`src/rtl/exec_controller.sv`:
```
// rtl/exec_controller.sv - MIPS pipeline sequencer: run, single-step and halt-drain control of PC and pipeline enables
module exec_controller #(
    parameter int NBITS        = 32,
    parameter int DRAIN_CYCLES = 4
) (
    input  logic             i_clk,
    input  logic             i_rst,
    input  logic             i_run,
    input  logic             i_step,
    input  logic             i_clear,
    input  logic             i_stall,
    input  logic             i_halt_fetch,
    output logic             o_pc_wr_en,
    output logic             o_pipe_en,
    output logic             o_step_done,
    output logic             o_halted,
    output logic [NBITS-1:0] o_cycle_cnt
);

    typedef enum logic [2:0] {
        S_IDLE   = 3'd0,
        S_RUN    = 3'd1,
        S_STEP   = 3'd2,
        S_DRAIN  = 3'd3,
        S_HALTED = 3'd4
    } state_t;

    localparam logic [3:0] DRAIN_LOAD = 4'(DRAIN_CYCLES - 1);

    state_t     state;
    state_t     state_nxt;
    logic [3:0] drain_cnt;
    logic [3:0] drain_cnt_nxt;
    logic       exec_state;

    assign exec_state = (state == S_RUN) || (state == S_STEP);
    assign o_pipe_en  = exec_state || (state == S_DRAIN);
    assign o_pc_wr_en = exec_state && !i_stall && !i_halt_fetch;
    assign o_halted   = (state == S_HALTED);

    always_comb begin
        state_nxt     = state;
        drain_cnt_nxt = drain_cnt;
        if (i_clear) begin
            state_nxt     = S_IDLE;
            drain_cnt_nxt = 4'd0;
        end else begin
            case (state)
                S_IDLE: begin
                    if (i_run)
                        state_nxt = S_RUN;
                    else if (i_step)
                        state_nxt = S_STEP;
                end
                S_RUN, S_STEP: begin
                    if (i_halt_fetch) begin
                        state_nxt     = S_DRAIN;
                        drain_cnt_nxt = DRAIN_LOAD;
                    end else if (state == S_STEP) begin
                        state_nxt = S_IDLE;
                    end
                end
                S_DRAIN: begin
                    // Counter value 0 marks the last drain cycle.
                    if (drain_cnt == 4'd0)
                        state_nxt = S_HALTED;
                    else
                        drain_cnt_nxt = drain_cnt - 4'd1;
                end
                S_HALTED: state_nxt = S_HALTED;
                default:  state_nxt = S_IDLE;
            endcase
        end
    end

    always_ff @(posedge i_clk or negedge i_rst) begin
        if (!i_rst) begin
            state       <= S_IDLE;
            drain_cnt   <= 4'd0;
            o_step_done <= 1'b0;
            o_cycle_cnt <= '0;
        end else begin
            state       <= state_nxt;
            drain_cnt   <= drain_cnt_nxt;
            o_step_done <= (state == S_STEP) && !i_clear;
            if (i_clear)
                o_cycle_cnt <= '0;
            else if (o_pipe_en && (o_cycle_cnt != '1))
                o_cycle_cnt <= o_cycle_cnt + NBITS'(1);
        end
    end

endmodule

```
`config.mk`:
```
export PLATFORM = sky130hd
export DESIGN_NAME = exec_controller
export DESIGN_NICKNAME = d
export VERILOG_FILES = /design/src/rtl/exec_controller.sv
export SDC_FILE = /design/constraint.sdc
export NUM_CORES = 1
export LEC_CHECK = 0
export ABC_AREA = 1
export CELL_PAD_IN_SITES_DETAIL_PLACEMENT = 0
export CELL_PAD_IN_SITES_GLOBAL_PLACEMENT = 1
export CORE_ASPECT_RATIO = 0.9
export CORE_MARGIN = 2
export CORE_UTILIZATION = 39
export DETAILED_ROUTE_END_ITERATION = 12
export GPL_TIMING_DRIVEN = 0
export HOLD_SLACK_MARGIN = 0.08
export PLACE_DENSITY = 0.9
export SYNTH_ARGS = -nofsm -noshare
export SYNTH_HDL_FRONTEND = slang
export SYNTH_SLANG_ARGS = --single-unit
```
`constraint.sdc`:
```
create_clock -name i_clk -period 1.7 [get_ports i_clk]
set_input_delay 0.255 -clock i_clk [delete_from_list [all_inputs] [get_ports i_clk]]
set_output_delay 0.255 -clock i_clk [all_outputs]
set_load 0.01 [all_outputs]
```
==> impl_metrics.ini, run 1 <==
[run_status]
status = completed

[sta]
setup_viol = 0
grt_setup_unrepaired = true
slew_headroom = 0.718
skew_ns = 0.00968
max_freq_mhz = 614
hold_viol = 0
period_share = 0.958
slew_violations = 0
fin_crit_ns = 1.63
tightest_slew_ns = 0.422

[power_and_ir_drop]
p_comb_frac = 0.395
p_seq_frac = 0.340
power_density_mw_per_mm2 = 903
power_switching_mw = 1.20
p_leak_nw = 1.64
intPower_mw = 2.07
p_sw_frac = 0.367
total_power_mw = 3.28
peakVddDrop_v = 0.000498
power_frac_clock = 0.265

[global_routing]
grt_pass1_vias = 2515
grt-ovfl-total = 0
antenna_found_initial = 0
met2_usage = 0.309
grt_use_total = 0.195
grt_pass1_wl_um = 12000
grt_use_met3 = 0.0361
grt_max_degree = 26
met1_usage = 0.269
grt.busiest_layer = met2

[yosys]
synthArstFlopShare = 1.00
yosys_warnings = 0
synth_edf_count = 0
netlist_instances = 396
ys_top_cells_by_area = dfrtp_1 36%, nand2_1 18%, nand3_1 9.6%, nor2_1 6.4%, inv_1 3.5%
synth.most_common_cell = nand2_1
syn_area_mm2 = 0.00277
avgSynthCellArea_um2 = 6.98
synth_top_area_cell = dfrtp_1
yosysSeqAreaShare = 0.362
syn-num-nets = 406
synthTopCellsByCount = 133 x nand2_1, 53 x nand3_1, 47 x nor2_1, 40 x dfrtp_1, 26 x inv_1
yosysUniqueCellTypes = 27
synth_top_flop_cell = dfrtp_1
netlist.area_leader.share = 0.362
ys_seq_elements = 40

[layout]
multi_input_area_mm2 = 0.00163
antennaDiodeCount = 0
register_area_mm2 = 0.00102
final_cells = 555
drive_gt1_frac = 0.173
syn_to_final_growth_pct = 31.2
fillers = 698
fin_nets = 471

[floorplan]
fp.coreArea_mm2 = 0.00697
start_util = 0.397
die_h_um = 83.9
die_area_mm2 = 0.00778
placementRows = 29
pin_count = 43
fp.dieW_um = 92.8

[placement]
post-dp-hpwl_um = 5480
dp.cells = 532
portBuffers = 42
place.gp.congestion = 0.894

[worst_setup_path]
endpoint_kind = primary output
rrSetupSlack_ns = 0.10
endpoint = o_cycle_cnt[1]
worstSetupStartpointType = flop
path_class = flop to primary output
r2r_start = o_cycle_cnt[0]
worstPathArrival_ns = 1.37
crit_fanout = 4
timing.rr.end = o_cycle_cnt[18]
startpoint = o_cycle_cnt[1]
required_ns = 1.44
worst_r2r_path_depth = 9

[route]
firstDrtPassIters = 5
drtIter0Drc = 193
drc = 0
wire_per_inst_um = 13.4
finalWirelength_um = 7410
vias_per_cell = 5.05
postRouteAntennaNets = 0
vias = 2800

[cts]
clockBufferDepth = 2
cts.htree.levels = 2
clkTransAtPathRegs_ns = 0.09
clock_latency_ns = 0.30
cts.root.buffer_cell = clkbuf_8
cts_sinks = 40
cts_tree = yes
numCtsBuffers = 5

[job]
cap_violations = 0

[worst_hold_path]
min_path_type = primary input to async pin
==> area by class of cell <==
class,count,area share
multi-input combinational,316,0.450
tap,93,0.0321
clock inverter,1,0.00828
inverter,30,0.0310
sequential,40,0.280
timing repair buffer,58,0.151
buffer,10,0.0210
clock buffer,7,0.0266
==> state kept, by name, indices dropped and copies added, names as in the netlist <==
signal and flops:
o_cycle_cnt 32, drain_cnt 4, o_step_done 1, state 3
==> what timing repair did <==
| action | 4_1_cts | 5_1_grt |
|---|---|---|
| resized for setup | 8 | 28 |
| hold buffers | 1 | 0 |
| pin swaps | 2 | 4 |
| endpoints found under the hold margin | 15 | 0 |
| setup buffers | 4 | 10 |
| endpoints found under the setup margin | 35 | 35 |
==> cells by family (layout without fill, tap and decap cells) <==
group	Yosys count	in the layout	synth area share
XOR/XNOR	15	15	0.0475
flip-flops	40	40	0.362
buffers and inverters	40	106	0.0683
adder cells (fa/ha/maj)	3	3	0.0136
AO/OA/AOI/OAI	27	27	0.0489
AND/OR/NAND/NOR	271	271	0.460
==> stage by stage <==
| stage | instance area [µm²] | worst slack [ns] | TNS (ns) | utilization | hold slack (ns) |
|---|---|---|---|---|---|
| global route | 3630 | -0.0267 | -0.0512 | 0.521 | 0.430 |
| detailed placement | 3320 | -0.110 | -2.38 | 0.476 | 0.193 |
| floorplan | 2770 | 0.0681 | 0 | - | -0.0406 |
| finish | 3630 | 0.0720 | 0 | 0.521 | 0.393 |
| CTS | 3480 | 0.0124 | 0 | 0.500 | 0.405 |
| global placement | 3300 | -0.663 | -28.07 | 0.474 | 0.472 |
==> power by group through the flow <==
stage	clock network [mW]	logic (mW)	registers, mW
after global routing	0.934	1.42	1.13
after CTS	0.891	1.25	1.11
after floorplan	0	0.786	1.12
after detailed placement	0	1.18	1.13
after global placement	0	1.15	1.12
final	0.869	1.29	1.11
==> critical path: stages, from the launching register on <==
cell,delay [ns]
dfrtp_1,0.40
buf_4,0.15
clkdlybuf4s50_1,0.53
==> layer usage <==
layer	vias up	part of all wire
li1	1416	-
met1	1298	0.46
met2	75	0.47
met3	11	0.054
met4	0	0.020
met5	-	0
==> worst min path at each step <==
stage	start	end	slack (ns)	cells after the start
6_report	i_rst	o_cycle_cnt[25]	0.39	2
5_1_grt	i_rst	o_cycle_cnt[25]	0.43	2
2_1_floorplan	i_rst	drain_cnt[0]	-0.04	0
4_1_cts	i_rst	o_cycle_cnt[25]	0.40	2
3_5_place_dp	i_rst	o_cycle_cnt[25]	0.19	1
3_3_place_gp	drain_cnt[0]	drain_cnt[0]	0.47	2
==> cell usage in the layout (no fill, tap or decap), types with 2 or more instances in the layout <==
cell type,synthesis,final
o21ai_1,11,11
nand2_4,2,3
ha_1,3,2
buf_2,4,6
o21ai_0,14,14
clkdlybuf4s50_1,0,38
nor3_1,6,4
inv_2,4,6
nor2_1,47,41
buf_6,4,4
nand2_2,2,3
nor2_4,7,9
nand2_1,133,131
inv_1,26,24
buf_4,1,15
xnor2_1,4,4
a21oi_1,2,2
xor2_1,11,11
nor3_2,0,2
nor2_2,2,6
dfrtp_2,0,13
nand4_1,3,3
nand3b_1,12,12
clkbuf_8,0,7
nand3_1,53,53
dfrtp_1,40,27
(Power assumes the default switching activity.)
==> inputs of run 2 (changes only) <==
--- a/config.mk
+++ b/config.mk
@@ -12,7 +12,6 @@
 export CORE_MARGIN = 2
 export CORE_UTILIZATION = 39
 export DETAILED_ROUTE_END_ITERATION = 12
-export GPL_TIMING_DRIVEN = 0
 export HOLD_SLACK_MARGIN = 0.08
 export PLACE_DENSITY = 0.9
 export SYNTH_ARGS = -nofsm -noshare
==> run 2 against run 1 <==
- non-clock buffer count up 18
- largest power group unchanged
- clock skew is 0.0017 ns higher
- critical path depth is the same
- utilization rose by 1.1 points
- cell count is 3.1% higher
- critical endpoint is now o_cycle_cnt[11]
- clock power fell by 28%
- combinational power up 4%
- highest routed layer unchanged
==> impl_metrics.ini, run 2 (same netlist as run 1, synthesis figures left out) <==
[run_status]
status = completed

[layout]
final_common_cell = nand2_1
final_cell_area_mm2 = 0.00370
antennaDiodeCount = 0
fin_nets = 489
syn_to_final_growth_pct = 33.9
layout_common_cells = 130 x nand2_1, 51 x nand3_1, 43 x nor2_1
top_register = o_cycle_cnt
reg_top3 = o_cycle_cnt x32, drain_cnt x4, state x3
drive_gt1_frac = 0.182
largest_register_ffs = 32

[worst_setup_path]
crit_fanout = 3
endpoint_kind = primary output
critical_path_cell_count = 2
worstPathArrival_ns = 1.38
path_class = flop to primary output
critPathTopFamily = buffers and inverters
critPathSlowestCell = clkdlybuf4s50_1
slowest_delay_ns = 0.53
path_buf_inv = 2
path_cells = buf_4 -> clkdlybuf4s50_1
rrSetupSlack_ns = 0.14
worstSetupStartpointType = flop
required_ns = 1.44
worst_r2r_path_depth = 9

[sta]
hold_viol = 0
grt_setup_unrepaired = true
max_freq_mhz = 612
tightest_slew_ns = 0.533
slew_violations = 0
fin_crit_ns = 1.63
period_share = 0.962
holdWs_ns = 0.454
slew_headroom = 0.645
setup_viol = 0
tns_ns = 0
skew_ns = 0.0114

[route]
vias = 2843
finalWirelength_um = 7610
wl_met2_um = 3620
routed-wl-met3_um = 361
routed.top_layer = met4
wire_per_inst_um = 13.3
postRouteAntennaNets = 0
vias_per_cell = 4.97
met1_length_um = 3560
drtIter0Drc = 193
drc = 0
firstDrtPassIters = 4

[global_routing]
antenna_found_initial = 0
grt_pass1_wl_um = 12800
grt_use_total = 0.207
grt_pass1_vias = 2686
grt-ovfl-total = 0
grt_max_degree = 22

[floorplan]
placementRows = 29
fp.dieW_um = 92.8
die_h_um = 83.9
pin_count = 43
start_util = 0.397
fp.coreArea_mm2 = 0.00697
die_area_mm2 = 0.00778

[cts]
cts.htree.levels = 2
cts_tree = yes
cts.root.buffer_cell = clkbuf_8
clkTransAtPathRegs_ns = 0.09
clockBufferDepth = 2
clock_latency_ns = 0.31
numCtsBuffers = 5
cts_sinks = 40

[job]
cap_violations = 0

[power_and_ir_drop]
peakVddDrop_v = 0.000523
power_density_mw_per_mm2 = 831
p_leak_nw = 1.72

[placement]
place.gp.congestion = 0.876
dpl_cell_area_mm2 = 0.00352
portBuffers = 42
post-dp-hpwl_um = 5810

[worst_hold_path]
min_path_type = primary input to async pin
run 2: cell count changes in the layout (fill, tap and decap cells not counted), moves of 4 or more:
cell / delta
buf_2: -4
buf_4: +26
buf_6: -4
dfrtp_1: +12
dfrtp_2: -12
run 2: metal layers:
metal  up-vias  track usage
met4         0       0.0521
met1      1338        0.293
met3         5       0.0289
met5         -            0
met2        60        0.334
li1       1440            -
run 2: worst register-to-register path: cells and delay by family, from the launching register on:
family,cells,cell delay (ns)
AND/OR/NAND/NOR,4,0.56
AO/OA/AOI/OAI,2,0.17
flip-flops,1,0.43
buffers and inverters,3,0.28
run 2: metrics by stage:
step,utilization,instances,setup WS (ns),total power [mW]
CTS,0.520,567,-0.00307,3.02
finish,0.532,572,0.0650,3.08
global route,0.532,572,-0.0180,3.29
global placement,0.505,557,0.0186,2.31
detailed placement,0.505,557,-0.00219,2.34
floorplan,-,396,0.0681,1.91
run 2: power breakdown:
part / switching, mW / internal, mW
logic: 0.758 / 0.584
clock network: 0.348 / 0.280
registers: 0.0797 / 1.03
run 2: repair_timing:
| item | in CTS | in global routing |
|---|---|---|
| setup buffers | 2 | 5 |
| endpoints found under the hold margin | 19 | 0 |
| hold buffers | 1 | 0 |
| gates resized for setup | 6 | 17 |
| pin swaps | 1 | 2 |
| setup endpoints to repair | 3 | 29 |
run 2: path summary, 6_finish.rpt:
| path | startpoint | endpoint |
|---|---|---|
| hold reg to reg | drain_cnt[0] | drain_cnt[0] |
| setup / recovery | o_cycle_cnt[11] | o_cycle_cnt[11] |
| max in group asynchronous | i_rst | o_cycle_cnt[2] |
| setup reg to reg | state[2] | state[1] |
| hold / removal | i_rst | o_cycle_cnt[17] |
| min in group i_clk | drain_cnt[0] | drain_cnt[0] |
run 2: cell type report:
class	instances	area [µm²]
Fill cell	699	3260
Inverter	30	113
Timing Repair Buffer	86	769
Sequential cell	40	1000
Multi-Input combinational cell	316	1630
Tap cell	93	116
Clock inverter	1	5.00
Clock buffer	6	72.6
